File: config.mk
export PLATFORM = sky130hd
export DESIGN_NAME = counter_updown_mod
export DESIGN_NICKNAME = d
export VERILOG_FILES = /design/src/rtl/counter_pkg.sv /design/src/rtl/counter_updown_mod_prescaler.sv /design/src/rtl/counter_updown_mod.sv
export SDC_FILE = /design/constraint.sdc
export NUM_CORES = 1
export LEC_CHECK = 0
export CAP_MARGIN = 0
export CORE_AREA = 2 2 39 41
export CTS_BUF_LIST = sky130_fd_sc_hd__clkbuf_8
export CTS_CLUSTER_DIAMETER = 120
export CTS_CLUSTER_SIZE = 30
export DETAILED_ROUTE_END_ITERATION = 16
export DIE_AREA = 0 0 41 43
export PLACE_DENSITY_LB_ADDON = 0.25
export SETUP_SLACK_MARGIN = 0.4
export SLEW_MARGIN = 10
export SYNTH_ARGS = -nofsm -noshare
export SYNTH_HDL_FRONTEND = slang
export SYNTH_HIERARCHICAL = 1
export SYNTH_SLANG_ARGS = --single-unit
File: constraint.sdc
create_clock -name clk -period 1.8 [get_ports clk]
set_input_delay 0.18 -clock clk [delete_from_list [all_inputs] [get_ports clk]]
set_output_delay 0.18 -clock clk [all_outputs]
set_load 0.01 [all_outputs]
File: src/rtl/counter_pkg.sv
// Shared constants and helpers for the up/down modulo counter family.
// Optional feature macro used by counter_updown_mod: COUNTER_OVF_STICKY_EN.
package counter_pkg;

  // Encodings for the up_dn and sat_mode inputs.
  localparam logic DIR_UP    = 1'b1;
  localparam logic DIR_DOWN  = 1'b0;
  localparam logic MODE_WRAP = 1'b0;
  localparam logic MODE_SAT  = 1'b1;

  // Limit a parallel-load value to the highest legal count.
  function automatic logic [31:0] clamp_load(input logic [31:0] value,
                                             input logic [31:0] max);
    return (value > max) ? max : value;
  endfunction

endpackage

File: src/rtl/counter_updown_mod_prescaler.sv
// count_prescaler: divides enabled clock cycles by PRESCALE and emits a
// single-cycle step on the last phase. The phase freezes while en is low and
// is cleared by clr (parallel load) or by reset. PRESCALE=1 reduces to step=en.
module count_prescaler #(
  parameter int PRESCALE = 1
) (
  input  logic clk,
  input  logic reset,
  input  logic en,
  input  logic clr,
  output logic step
);

  if (PRESCALE == 1) begin : g_bypass
    // Every enabled cycle is a step; the phase register does not exist.
    logic unused_ok;
    assign unused_ok = clk ^ reset ^ clr;
    assign step      = en;
  end else begin : g_divide
    localparam int            PW   = $clog2(PRESCALE);
    localparam logic [PW-1:0] LAST = PW'(PRESCALE - 1);

    logic [PW-1:0] pre;

    assign step = en && (pre == LAST);

    // Phase counter: cleared by reset or load, advances only while enabled.
    always_ff @(posedge clk) begin
      // NOTE: clocked state uses non-blocking assignments so every register
      // samples pre-edge values, independent of block evaluation order.
      if (reset || clr) begin
        pre <= '0;
      end else if (en) begin
        pre <= (pre == LAST) ? '0 : pre + PW'(1);
      end
    end
  end

endmodule

File: src/rtl/counter_updown_mod.sv
// counter_updown_mod: parametrised up/down modulo counter with prescaler,
// synchronous load, wrap-or-saturate boundary mode, terminal-count flag and
// a one-cycle wrap pulse.
// Optional: define COUNTER_OVF_STICKY_EN to add the ovf_sticky output, set on
// any wrap or any step blocked at the limit, cleared by reset or load.
module counter_updown_mod
  import counter_pkg::*;
#(
  parameter int               WIDTH     = 3,
  parameter logic [WIDTH-1:0] MAX_COUNT = '1,
  parameter int               PRESCALE  = 1
) (
  input  logic             clk,
  input  logic             reset,
  input  logic             en,
  input  logic             up_dn,
  input  logic             sat_mode,
  input  logic             load,
  input  logic [WIDTH-1:0] load_val,
  output logic [WIDTH-1:0] count,
  output logic             tc,
  output logic             wrap
`ifdef COUNTER_OVF_STICKY_EN
  ,
  output logic             ovf_sticky
`endif
);

  logic             step;
  logic             at_max;
  logic             at_zero;
  logic [WIDTH-1:0] load_clamped;
  logic [WIDTH-1:0] count_next;
  logic             wrap_next;

  count_prescaler #(
    .PRESCALE (PRESCALE)
  ) u_prescaler (
    .clk   (clk),
    .reset (reset),
    .en    (en),
    .clr   (load),
    .step  (step)
  );

  assign at_max       = (count == MAX_COUNT);
  assign at_zero      = (count == '0);
  assign load_clamped = WIDTH'(clamp_load(32'(load_val), 32'(MAX_COUNT)));

  // Terminal count tracks the limit in the current direction, regardless of en.
  assign tc = (up_dn == DIR_UP) ? at_max : at_zero;

  // Next count and wrap pulse; load outranks a step in the same cycle.
  always_comb begin
    // NOTE: every output of this block gets a default first, so no path
    // leaves a signal unassigned and no latch is inferred.
    count_next = count;
    wrap_next  = 1'b0;
    if (load) begin
      count_next = load_clamped;
    end else if (step) begin
      if (up_dn == DIR_UP) begin
        if (!at_max) begin
          count_next = count + WIDTH'(1);
        end else if (sat_mode == MODE_WRAP) begin
          count_next = '0;
          wrap_next  = 1'b1;
        end
      end else begin
        if (!at_zero) begin
          count_next = count - WIDTH'(1);
        end else if (sat_mode == MODE_WRAP) begin
          count_next = MAX_COUNT;
          wrap_next  = 1'b1;
        end
      end
    end
  end

  // Count and wrap registers with synchronous reset.
  always_ff @(posedge clk) begin
    if (reset) begin
      count <= '0;
      wrap  <= 1'b0;
    end else begin
      count <= count_next;
      wrap  <= wrap_next;
    end
  end

`ifdef COUNTER_OVF_STICKY_EN
  // Sticky overflow: any step taken while already at the limit (tc) either
  // wraps or is blocked by saturation; both latch the flag until reset/load.
  always_ff @(posedge clk) begin
    if (reset || load) begin
      ovf_sticky <= 1'b0;
    end else if (step && tc) begin
      ovf_sticky <= 1'b1;
    end
  end
`endif

endmodule
==> results.sh <==
export IMPL_critical_path_max_fanout=4
export IMPL_io_pins=14
export IMPL_first_global_vias=387
export IMPL_rows=14
export IMPL_rsz0062_at_grt="true"
export IMPL_critical_path_arrival_ns=1.83
export IMPL_design_core_area_um2=1384
export IMPL_layout_cells_most_common="sky130_fd_sc_hd__clkdlybuf4s50_1"
export IMPL_antenna_found_initial=0
export IMPL_synth_nets=54
export IMPL_finalCritPeriodShare_pct=93.21
export IMPL_worstMarginPinSlew_ns=0.3333
export IMPL_yosys_cell_types_count=20
export IMPL_hpwl_um=670.8
export IMPL_critPathCaptureType="flop"
export IMPL_grt_overflow=0
export IMPL_groute_usage_overall_pct=13.10
export IMPL_port_buffer_count=13
export IMPL_worst_ir_drop_vdd_v=0.0001940
export IMPL_die_outline_area_um2=1763
export IMPL_finalWeightedCongestion=0.7815
export IMPL_setup_viol=0
export IMPL_design_power_total_mw=0.4466
export IMPL_number_of_nets_with_antenna_violations_after_routing=0
export IMPL_setup_worst_path_class="flop to flop"
export IMPL_max_cap_viol_count=0
export IMPL_totalNegativeSetupSlack_ns=0
export IMPL_dieWidth_um=41
export IMPL_power_leakage_nw=0.2976
export IMPL_cts_root_to_sink_buffers=2
export IMPL_mapped_avg_cell_area_um2=8.852
export IMPL_clock_sinks=4
export IMPL_grt_max_degree=9
export IMPL_layout_nets=78
export IMPL_ys_warnings_count=6
export IMPL_min_from="load_val[2]"
export IMPL_postSynthCellCount=40
export IMPL_filler_cell_count=156
export IMPL_ff2ff_path_depth=7
export IMPL_layout_min_cycle_time_ns=1.678
export IMPL_cts_root_buffer_type="sky130_fd_sc_hd__clkbuf_8"
export IMPL_initial_cell_density_of_the_core_pct=25.59
export IMPL_status="finished clean"
export IMPL_drt_pass1_iter_count=4
export IMPL_vias_per_cell=4.705
export IMPL_r2r_slack_ns=0.12
export IMPL_instance_count_along_the_most_critical_hold_path=3
export IMPL_fp_dieH_um=43
export IMPL_max_slew_margin_rel_pct=77.74
export IMPL_diodes=0
export IMPL_drt_wirelength_per_cell_um=12.31
export IMPL_clk_latency_ns=0.22
export IMPL_most_common_layout_cells="sky130_fd_sc_hd__clkdlybuf4s50_1, sky130_fd_sc_hd__buf_4, sky130_fd_sc_hd__nand2_1, sky130_fd_sc_hd__ha_1"
export IMPL_worst_setup_path_startpoint="count[0]"
export IMPL_final_layout_size_suffix_gt1_share_pct=38.71
export IMPL_required_ns=1.95
export IMPL_synth_seq_area_share_pct=22.61
export IMPL_syn_area_um2=354.1
export IMPL_r2r_start="count[0]"
export IMPL_timing_final_max_slew_violations=0
export IMPL_clock_tree_from_tritoncts="done"
export IMPL_area_growth_syn_to_layout_pct=80.21
export IMPL_grt_pass1_wl_um=1511
export IMPL_pwr_dens_nw_per_um2=699.8
export IMPL_synth_seq_cells=4
export IMPL_routed_wl_um=960
export IMPL_startpoint_type="flop"
export IMPL_cts_inserted_buffers=3
export IMPL_highest_clock_rate_ghz=0.5960
export IMPL_finClkSkew_ns=0.0005569
export IMPL_cts_h_tree_depth=1
export IMPL_clk_pin_slew_ns=0.03
export IMPL_drt_drc_violations_left=0
export IMPL_dr_first_iter_drc_count=4
export IMPL_final_hold_violation_count=0
export IMPL_dr_total_vias=367
export IMPL_min_delay_path_class="input pin to flop"
-- state kept, by name, indices dropped and copies added, names as in the netlist --
register	cells
count	3
wrap	1
-- area by class of cell --
class	instances	area, µm²	share of cell area (%)
Tap cell	16	20.02	3.137
Timing Repair Buffer	20	192.7	30.20
Inverter	3	13.76	2.157
Multi-Input combinational cell	32	284.0	44.51
Sequential cell	4	86.33	13.53
Clock buffer	3	41.29	6.471
-- kinds of logic (layout without fill, tap and decap cells) --
| family | after synthesis | in the layout | synth area share (%) |
|---|---|---|---|
| multiplexers | 1 | 1 | 2.827 |
| flip-flops | 4 | 4 | 22.62 |
| buffers and inverters | 4 | 26 | 5.301 |
| AO/OA/AOI/OAI | 8 | 8 | 24.38 |
| AND/OR/NAND/NOR | 18 | 18 | 27.21 |
| adder cells (fa/ha/maj) | 5 | 5 | 17.67 |
-- synth_stat cells, drive strengths merged --
library cell	instances	area, µm²
nand3b	1	7.510
a31oi	1	21.27
buf	1	7.510
nand2	6	22.52
a311oi	2	17.52
inv	3	11.26
or2b	1	7.510
o211ai	1	7.510
nor2b	2	12.51
and3	1	6.260
ha	5	62.56
nor2	3	11.26
a22o	1	8.760
mux2i	1	10.01
dfxtp	4	80.08
nor3	1	5.000
nand2b	2	12.51
a211oi	2	15.01
o41ai	1	16.27
or3b	1	11.26
-- metrics by stage --
stage               setup WS, ns  hold WS [ns]  area [µm²]  std cells  util [%]
finish                    0.1222        0.5392       638.1         78     46.11
global route             0.05207        0.5682       638.1         78     46.11
CTS                       0.1190        0.5463       614.3         77     44.39
detailed placement     -0.003717        0.5196       531.8         70     38.43
global placement      -0.0005940        0.5205       531.8         70     38.43
floorplan                 0.2921        0.2447       374.1         40         -
-- worst max-delay path, cell delays in order (launching register included) --
cell and delay [ns]:
sky130_fd_sc_hd__dfxtp_4 0.35, sky130_fd_sc_hd__inv_4 0.06, sky130_fd_sc_hd__ha_4 0.13, sky130_fd_sc_hd__or3b_4 0.38, sky130_fd_sc_hd__buf_6 0.13, sky130_fd_sc_hd__a31oi_4 0.22
sky130_fd_sc_hd__mux2i_1 0.21, sky130_fd_sc_hd__a22o_1 0.14
-- where the power goes --
group          total, mW  internal [mW]  switching, mW
registers          0.107         0.0972        0.00976
clock network      0.187          0.142         0.0450
logic              0.152         0.0901         0.0621
-- what timing repair did --
| action | 4_1_cts | 5_1_grt |
|---|---|---|
| endpoints found under the setup margin | 5 | 6 |
| gates resized for setup | 6 | 8 |
| pin swaps | 1 | 4 |
| buffers inserted | 4 | 1 |
| hold buffers | 0 | 0 |
-- layer usage --
| metal | wire [µm] | GRT usage (%) | vias to the layer above |
|---|---|---|---|
| li1 | - | - | 189 |
| met1 | 395 | 13.65 | 164 |
| met2 | 506 | 20.94 | 14 |
| met3 | 58 | 2.618 | 0 |
| met4 | 0 | 10.67 | 0 |
| met5 | 0 | 0 | - |
-- final timing paths --
check / to
hold reg to reg: count[0]
hold / removal: count[2]
setup / recovery: count[1]
setup reg to reg: count[1]
(Power assumes the default switching activity.)
